`src/rtl/lut_cfg_pkg.sv`:
```
// Shared types and constants for the LUT bank configuration loader.
// Holds the FSM encoding and the truth-table word geometry.
package lut_cfg_pkg;

    localparam int LUT_W       = 16;
    localparam int CNT_W       = 4;
    localparam int CYC_PER_LUT = 19;

    typedef enum logic [2:0] {
        ST_IDLE  = 3'd0,
        ST_SHIFT = 3'd1,
        ST_SETUP = 3'd2,
        ST_WRITE = 3'd3,
        ST_HOLD  = 3'd4,
        ST_DONE  = 3'd5
    } state_t;

endpackage

```
`src/rtl/lut_cfg_shreg.sv`:
```
// Serial-to-parallel assembler: 16-bit MSB-first shift register and bit counter.
// word_next_o already contains the bit being accepted, so the word can be captured on the 16th bit.
module lut_cfg_shreg
    import lut_cfg_pkg::*;
(
    input  logic             clk_i,
    input  logic             reset_i,
    input  logic             clr_i,
    input  logic             shift_i,
    input  logic             bit_i,
    output logic [LUT_W-1:0] word_next_o,
    output logic             word_full_o
);

    logic [LUT_W-1:0] shreg_r;
    logic [CNT_W-1:0] count_r;

    // Word after the current bit is shifted in, and last-bit detection.
    always_comb begin
        word_next_o = {shreg_r[LUT_W-2:0], bit_i};
        if (shift_i && (count_r == 4'd15)) begin
            word_full_o = 1'b1;
        end else begin
            word_full_o = 1'b0;
        end
    end

    // Shift register and accepted-bit counter.
    always_ff @(posedge clk_i) begin
        if (reset_i) begin
            shreg_r <= 16'h0000;
            count_r <= 4'd0;
        end else if (clr_i) begin
            count_r <= 4'd0;
        end else if (shift_i) begin
            shreg_r <= word_next_o;
            count_r <= count_r + 4'd1;
        end
    end

endmodule

```
`src/rtl/lut_cfg_loader.sv`:
```
// Configuration loader for a bank of 4-input LUTs: assembles serial words and
// writes each LUT with a setup/write/hold sequence on a shared data bus.
module lut_cfg_loader
    import lut_cfg_pkg::*;
#(
    parameter int N_LUT = 4,
    parameter int IDX_W = (N_LUT > 1) ? $clog2(N_LUT) : 1
) (
    input  logic             clk_i,
    input  logic             reset_i,
    input  logic             start_i,
    input  logic             abort_i,
    input  logic             cfg_valid_i,
    input  logic             cfg_bit_i,
    output logic             cfg_ready_o,
    output logic [LUT_W-1:0] lut_data_o,
    output logic [N_LUT-1:0] lut_we_o,
    output logic [IDX_W-1:0] lut_idx_o,
    output logic             busy_o,
    output logic             done_o
);

    state_t           state_r;
    state_t           next_state_s;
    logic             ready_r;
    logic [LUT_W-1:0] data_r;
    logic [N_LUT-1:0] we_r;
    logic [IDX_W-1:0] idx_r;
    logic             busy_r;
    logic             done_r;

    logic             accept_s;
    logic             clr_cnt_s;
    logic             load_data_s;
    logic             idx_clr_s;
    logic             idx_inc_s;
    logic             last_lut_s;
    logic [LUT_W-1:0] word_next_s;
    logic             word_full_s;
    logic [N_LUT-1:0] we_onehot_s;

    assign cfg_ready_o = ready_r;
    assign lut_data_o  = data_r;
    assign lut_we_o    = we_r;
    assign lut_idx_o   = idx_r;
    assign busy_o      = busy_r;
    assign done_o      = done_r;

    // ready_r is high exactly in SHIFT, so it doubles as the state qualifier.
    assign accept_s   = cfg_valid_i & ready_r;
    assign last_lut_s = (idx_r == IDX_W'(N_LUT - 1));

    lut_cfg_shreg u_shreg (
        .clk_i       (clk_i),
        .reset_i     (reset_i),
        .clr_i       (clr_cnt_s),
        .shift_i     (accept_s),
        .bit_i       (cfg_bit_i),
        .word_next_o (word_next_s),
        .word_full_o (word_full_s)
    );

    // Write-enable pattern for the LUT currently addressed.
    always_comb begin
        we_onehot_s        = '0;
        we_onehot_s[idx_r] = 1'b1;
    end

    // Next-state and control strobes; abort overrides every non-idle transition.
    always_comb begin
        next_state_s = state_r;
        clr_cnt_s    = 1'b0;
        load_data_s  = 1'b0;
        idx_clr_s    = 1'b0;
        idx_inc_s    = 1'b0;
        case (state_r)
            ST_IDLE: begin
                if (start_i && !abort_i) begin
                    next_state_s = ST_SHIFT;
                    clr_cnt_s    = 1'b1;
                    idx_clr_s    = 1'b1;
                end else begin
                    next_state_s = ST_IDLE;
                end
            end
            ST_SHIFT: begin
                if (abort_i) begin
                    next_state_s = ST_IDLE;
                end else if (word_full_s) begin
                    next_state_s = ST_SETUP;
                    load_data_s  = 1'b1;
                end else begin
                    next_state_s = ST_SHIFT;
                end
            end
            ST_SETUP: begin
                if (abort_i) begin
                    next_state_s = ST_IDLE;
                end else begin
                    next_state_s = ST_WRITE;
                end
            end
            ST_WRITE: begin
                if (abort_i) begin
                    next_state_s = ST_IDLE;
                end else begin
                    next_state_s = ST_HOLD;
                end
            end
            ST_HOLD: begin
                if (abort_i) begin
                    next_state_s = ST_IDLE;
                end else if (last_lut_s) begin
                    next_state_s = ST_DONE;
                end else begin
                    next_state_s = ST_SHIFT;
                    idx_inc_s    = 1'b1;
                    clr_cnt_s    = 1'b1;
                end
            end
            ST_DONE: begin
                next_state_s = ST_IDLE;
            end
            default: begin
                next_state_s = ST_IDLE;
            end
        endcase
    end

    // State register and outputs, registered from the next state so they align with it.
    always_ff @(posedge clk_i) begin
        if (reset_i) begin
            state_r <= ST_IDLE;
            ready_r <= 1'b0;
            data_r  <= 16'h0000;
            we_r    <= '0;
            idx_r   <= '0;
            busy_r  <= 1'b0;
            done_r  <= 1'b0;
        end else begin
            state_r <= next_state_s;
            ready_r <= (next_state_s == ST_SHIFT);
            we_r    <= (next_state_s == ST_WRITE) ? we_onehot_s : '0;
            busy_r  <= (next_state_s != ST_IDLE);
            done_r  <= (next_state_s == ST_DONE);
            if (load_data_s) begin
                data_r <= word_next_s;
            end
            if (idx_clr_s) begin
                idx_r <= '0;
            end else if (idx_inc_s) begin
                idx_r <= idx_r + IDX_W'(1);
            end
        end
    end

endmodule
```
`config.mk`:
```
export PLATFORM = sky130hd
export DESIGN_NAME = lut_cfg_loader
export DESIGN_NICKNAME = d
export VERILOG_FILES = /design/src/rtl/lut_cfg_pkg.sv /design/src/rtl/lut_cfg_shreg.sv /design/src/rtl/lut_cfg_loader.sv
export SDC_FILE = /design/constraint.sdc
export NUM_CORES = 1
export LEC_CHECK = 0
export ABC_AREA = 1
export BUFFER_PORTS_ARGS = -buffer_cell sky130_fd_sc_hd__clkbuf_2
export CAP_MARGIN = 20
export CORE_ASPECT_RATIO = 1.2
export CORE_MARGIN = 5
export CORE_UTILIZATION = 40
export CTS_CLUSTER_DIAMETER = 60
export DETAILED_ROUTE_END_ITERATION = 16
export HOLD_SLACK_MARGIN = 0.05
export SLEW_MARGIN = 15
export SYNTH_ARGS = -nofsm -noshare
export SYNTH_HDL_FRONTEND = slang
export SYNTH_SLANG_ARGS = --single-unit
```
`constraint.sdc`:
```
create_clock -name clk_i -period 4.2 [get_ports clk_i]
set_input_delay 0 -clock clk_i [delete_from_list [all_inputs] [get_ports clk_i]]
set_output_delay 0 -clock clk_i [all_outputs]
set_load 0.005 [all_outputs]
```
# Yosys cells after proc, flatten, opt, wreduce, memory -nomap -nowiden
# Index checks and enable logic that the tools add are counted.
[classes]
reduce_logical = 10
muxes = 20
n_addsub = 2
n_eq_ne = 9
bitwise_logic = 3
n_lt_le_gt_ge = 2
[ops]
columns = ["cell", "count"]
rows = [
  ["3-bit one-hot mux with 5 select lines", 1],
  ["1-bit two-way mux", 11],
  ["3-bit by 2-bit equality test with 1-bit output, second input constant", 3],
  ["3-bit two-way mux", 3],
  ["3-bit by 1-bit equality test with 1-bit output, second input constant", 2],
  ["3-bit equality test, second input constant", 2],
  ["2-bit two-way mux", 3],
  ["2-bit OR reduction", 3],
  ["4-bit by 1-bit adder with 4-bit output, second input constant", 1],
  ["4-bit equality test, second input constant", 1],
  ["1-bit logical AND", 3],
  ["3-bit zero test", 1],
  ["2-bit by 3-bit < comparator with 1-bit output, second input constant", 1],
  ["3-bit nonzero test", 1],
  ["2-bit by 1-bit adder with 2-bit output, second input constant", 1],
  ["1-bit demux with 2-bit select", 1],
  ["2-bit equality test, second input constant", 1],
  ["2-bit by 1-bit greater-or-equal comparator with 1-bit output, second input constant", 1],
  ["1-bit inverter", 2],
  ["1-bit one-hot mux with 2 select lines", 1],
  ["2-bit AND reduction", 1],
  ["1-bit AND", 1],
  ["1-bit zero test", 1],
]
[totals]
regBits = 47
in_bits = 6
output_inout_bits = 25
word_cells = 55

# Depth between registers and ports, before layout
[depth]
ltp_word = 9
ltp_mapped = 9
depth_no_buf = 8

# Cells and area by module
# A second synthesis with hierarchy kept.
[hier_totals]
cells_unflattened = 237
hier_area_um2 = 1853.0
[by_module_without_submodules]
columns = ["mod", "seq_area_each_um2", "instances", "cells_per_inst", "area_each_um2"]
rows = [
  ["lut_cfg_loader", 560.5, 1, 144, 1122.3],
  ["lut_cfg_shreg", 380.4, 1, 93, 730.7],
]

# Worst setup path before layout
# OpenSTA, ideal clock, no wires.
[synth_timing]
path_kind = "register to register"
from = "register idx_r[0] (netlist: lut_idx_o[0])"
to = "register u_shreg.shreg_r[1]"
setup_ps = 113
path_stages_with_launch = 9
synth_period_minus_slack_ps = 1370
required_ps = 4087
t_arrival_ps = 1257
path_buffers = 1
path_slack_ps = 2830
path_cell_list = "dfxtp_1 ha_1 nor2_1 nand3_2 nand3_2 buf_4 nand2_1 nand2_1 nor2_1"
[synth_between]
elab_chain_len = 6
[synth_lines]
columns = ["element", "line_no", "source"]
rows = [
  ["from (decl)", "lut_cfg_loader.sv:28", "logic [IDX_W-1:0] idx_r;"],
  ["from (signal assigned)", "lut_cfg_loader.sv:152", "idx_r <= idx_r + IDX_W'(1);"],
  ["2-bit equality test", "lut_cfg_loader.sv:51", "assign last_lut_s = (idx_r == IDX_W'(N_LUT - 1));"],
  ["1-bit two-way mux", "lut_cfg_loader.sv:113", "end else if (last_lut_s) begin"],
  ["1-bit two-way mux", "lut_cfg_loader.sv:111", "if (abort_i) begin"],
  ["1-bit one-hot mux with 2 select lines", "lut_cfg_loader.sv:76", "case (state_r)"],
  ["1-bit inverter (no source line)", "--", ""],
  ["2-bit AND reduction (no source line)", "--", ""],
  ["to (signal assigned)", "lut_cfg_shreg.sv:36", "shreg_r <= word_next_o;"],
  ["to (decl)", "lut_cfg_shreg.sv:15", "logic [LUT_W-1:0] shreg_r;"],
]
# No other way between the ends.
# A chain may end at the register's enable or synchronous reset.

# Worst setup path after layout
[layout_timing]
from = "register idx_r[0] (netlist: lut_idx_o[0])"
to = "register u_shreg.shreg_r[10]"
# The elaborated chain is that of the path after synthesis.

==> flow_metrics.py <==
metrics = {
    "synth": {
        "synthArstFlopShare_pct": 0,
        "yosysSeqAreaShare_pct": 49.3,
        "synth_edf_count": 0,
        "synth_cell_type_count": 21,
        "yosys.area.top_type_share_pct": 49.3,
        "synth_commonest_cells": "nor2_1 (79), nand2_1 (49), dfxtp_1 (47), inv_1 (27), o21ai_0 (17)",
        "yosys_warnings": 0,
        "dominantRegCellSynth": "dfxtp_1",
        "ys_seq_elements": 47,
        "synth_top_area_cell": "dfxtp_1",
        "synth_fp_nets": 271,
        "syn_inst": 260,
        "syn_area_mm2": 0.00191,
        "avgSynthCellArea_um2": 7.34,
        "synth.most_common_cell": "nor2_1",
        "synth.area.top_cells": "dfxtp_1 (49%), nor2_1 (16%), nand2_1 (9.6%)",
    },
    "floorplanning": {
        "ios": 31,
        "start_util_pct": 41.5,
        "coreArea_mm2": 0.00459,
        "die_x_um": 73.1,
        "fp.dieH_um": 85.7,
        "die_area_mm2": 0.00626,
        "rows": 27,
    },
    "worst_setup_path": {
        "crit_fanout": 30,
        "cp-start-kind": "flip-flop",
        "path_class": "reg2reg",
        "r2r_slack_ps": 2490,
        "crit_required_ps": 4390,
        "cp-end-kind": "flip-flop",
        "arrival_ps": 1900,
    },
    "layout": {
        "fin_util_pct": 47.2,
        "seqCellArea_um2": 941,
        "drive_gt1_share_pct": 15.1,
        "multi_input_area_um2": 772,
        "nFillCells": 492,
        "syn_to_final_growth_pct": 13.8,
        "diodes": 0,
        "num-nets-final": 301,
    },
    "power_and_ir_drop": {
        "fin_total_pwr_mw": 0.785,
        "internal_power_mw": 0.616,
        "p_seq_share_pct": 58.3,
        "switching_share_pct": 21.5,
        "powerDensity_mw_per_mm2": 362,
        "vdd_drop_max_v": 0.000134,
        "p_switching_mw": 0.169,
        "pwr-share-clk_pct": 36.8,
        "p_leak_nw": 1.08,
        "comb_power_share_pct": 4.9,
    },
    "placement": {
        "dp_hpwl_um": 2400,
        "port-buffer-count": 30,
        "finalWeightedCongestion": 0.779,
    },
    "global_routing": {
        "grt_overflow": 0,
        "gr-usage-all-layers_pct": 12.0,
        "grt_pass1_vias": 1369,
        "grt_pass1_wl_um": 6000,
        "grt_antenna_before_repair": 0,
        "grt_start_max_net_pins": 36,
    },
    "route": {
        "antenna_left": 0,
        "totalWireLength_um": 3380,
        "drt-pass1-iter-count": 4,
        "vias_per_cell": 4.43,
        "num_vias": 1547,
        "wl_per_cell_um": 9.68,
        "drtIter0Drc": 101,
        "drc_errors": 0,
    },
    "sta": {
        "relSlewSlack_pct": 58.6,
        "fin_crit_ps": 1710,
        "final.setup.tns_ps": 0,
        "rsz0062_at_grt": "false",
        "hold_viol": 0,
        "setup_viol": 0,
        "tightestPinTransition_ps": 620,
        "fmax_ghz": 0.583,
        "fin_worst_skew_ps": 3.88,
        "slew_violations": 0,
        "timing.final.crit_share_pct": 40.8,
    },
    "run_status": {
        "status": "complete, no violations",
    },
    "cts": {
        "clk_latency_ps": 290,
        "cts_buffer_depth": 2,
        "postCtsSetupBuffers": 0,
        "cts_buffers": 5,
        "postCtsHoldBufs": 2,
        "cts_sinks": 47,
        "root_buffer": "clkbuf_8",
        "path_clk_slew_ps": 80,
        "cts_tree": "done",
        "htree_levels": 2,
        "post_cts_resized": 0,
    },
    "run": {
        "cap_violations": 0,
    },
    "min_path": {
        "hold_class": "in2reg",
    },
}
==> stage by stage <==
stage                     setup WS, ps  hold WS, ps  cell area, µm²  instances
after floorplan                   2830         69.1            1910        260
after global placement            2490          248            2050        339
after detailed placement          2470          251            2050        339
after CTS                         2460         63.4            2170        349
after global routing              2240         80.5            2170        349
final                             2490         72.7            2170        349
==> cell families (layout without fill, tap and decap cells) <==
logic type	count (synthesis)	in the layout	synth area share [%]
AO/OA/AOI/OAI	24	24	6.49
buffers and inverters	39	70	10.2
AND/OR/NAND/NOR	144	144	30.2
flip-flops	47	47	49.3
adder cells (fa/ha/maj)	5	5	3.28
XOR/XNOR	1	1	0.459
==> registers in the layout, indices dropped and copies added, names as in the netlist <==
name,flops
lut_idx_o,2
u_shreg.shreg_r,15
busy_o,1
lut_data_o,16
done_o,1
cfg_ready_o,1
lut_we_o,4
state_r,3
u_shreg.count_r,4
==> area by class of cell <==
| type | count | area share [%] |
|---|---|---|
| clock buffers | 8 | 4.61 |
| inverters | 30 | 5.30 |
| multi-input cells | 174 | 35.6 |
| flip-flops and latches | 47 | 43.3 |
| well taps | 58 | 3.34 |
| repair buffers | 32 | 7.84 |
==> power groups by stage <==
stage,Clock [mW],Combinational [mW],Sequential [mW]
2_1_floorplan,0,0.0305,0.467
3_3_place_gp,0,0.0371,0.468
5_1_grt,0.325,0.0455,0.459
6_report,0.289,0.0384,0.458
3_5_place_dp,0,0.0374,0.468
4_1_cts,0.303,0.0390,0.458
==> routing by layer <==
layer | GRT usage (%) | vias up | wire length, µm
li1 | - | 852 | -
met1 | 13.9 | 666 | 1540
met2 | 20.3 | 23 | 1610
met3 | 3.75 | 6 | 163
met4 | 4.53 | 0 | 59
met5 | 0 | - | 0
==> critical path, cell delays in order (launching register included) <==
cell     delay (ps)
dfxtp_1         360
ha_1            240
nor2_1          190
nand3_2         160
nand3_2         440
nand2_1         110
nand2_1          80
nor2_1           40
==> worst paths after layout <==
path,end,depth (start not counted),startpoint
worst min register to register,lut_data_o[2],2,lut_data_o[2]
worst max-delay path,u_shreg.shreg_r[10],7,lut_idx_o[0]
worst max register to register,u_shreg.shreg_r[10],7,lut_idx_o[0]
worst min-delay path,u_shreg.count_r[1],4,cfg_valid_i
==> layout by cell type, fill, tap and decap left out <==
cell / count
a21oi_1: 5
a31oi_1: 1
clkbuf_1: 1
clkbuf_2: 30
clkbuf_8: 7
dfxtp_1: 47
dlygate4sd3_1: 2
ha_1: 5
inv_1: 27
inv_2: 2
inv_4: 1
nand2_1: 49
nand3_1: 7
nand3_2: 2
nand4_1: 3
nor2_1: 79
nor2_2: 2
nor3_1: 2
o21ai_0: 17
o21bai_1: 1
xor2_1: 1
No activity file was read; power rests on OpenSTA's default activity.
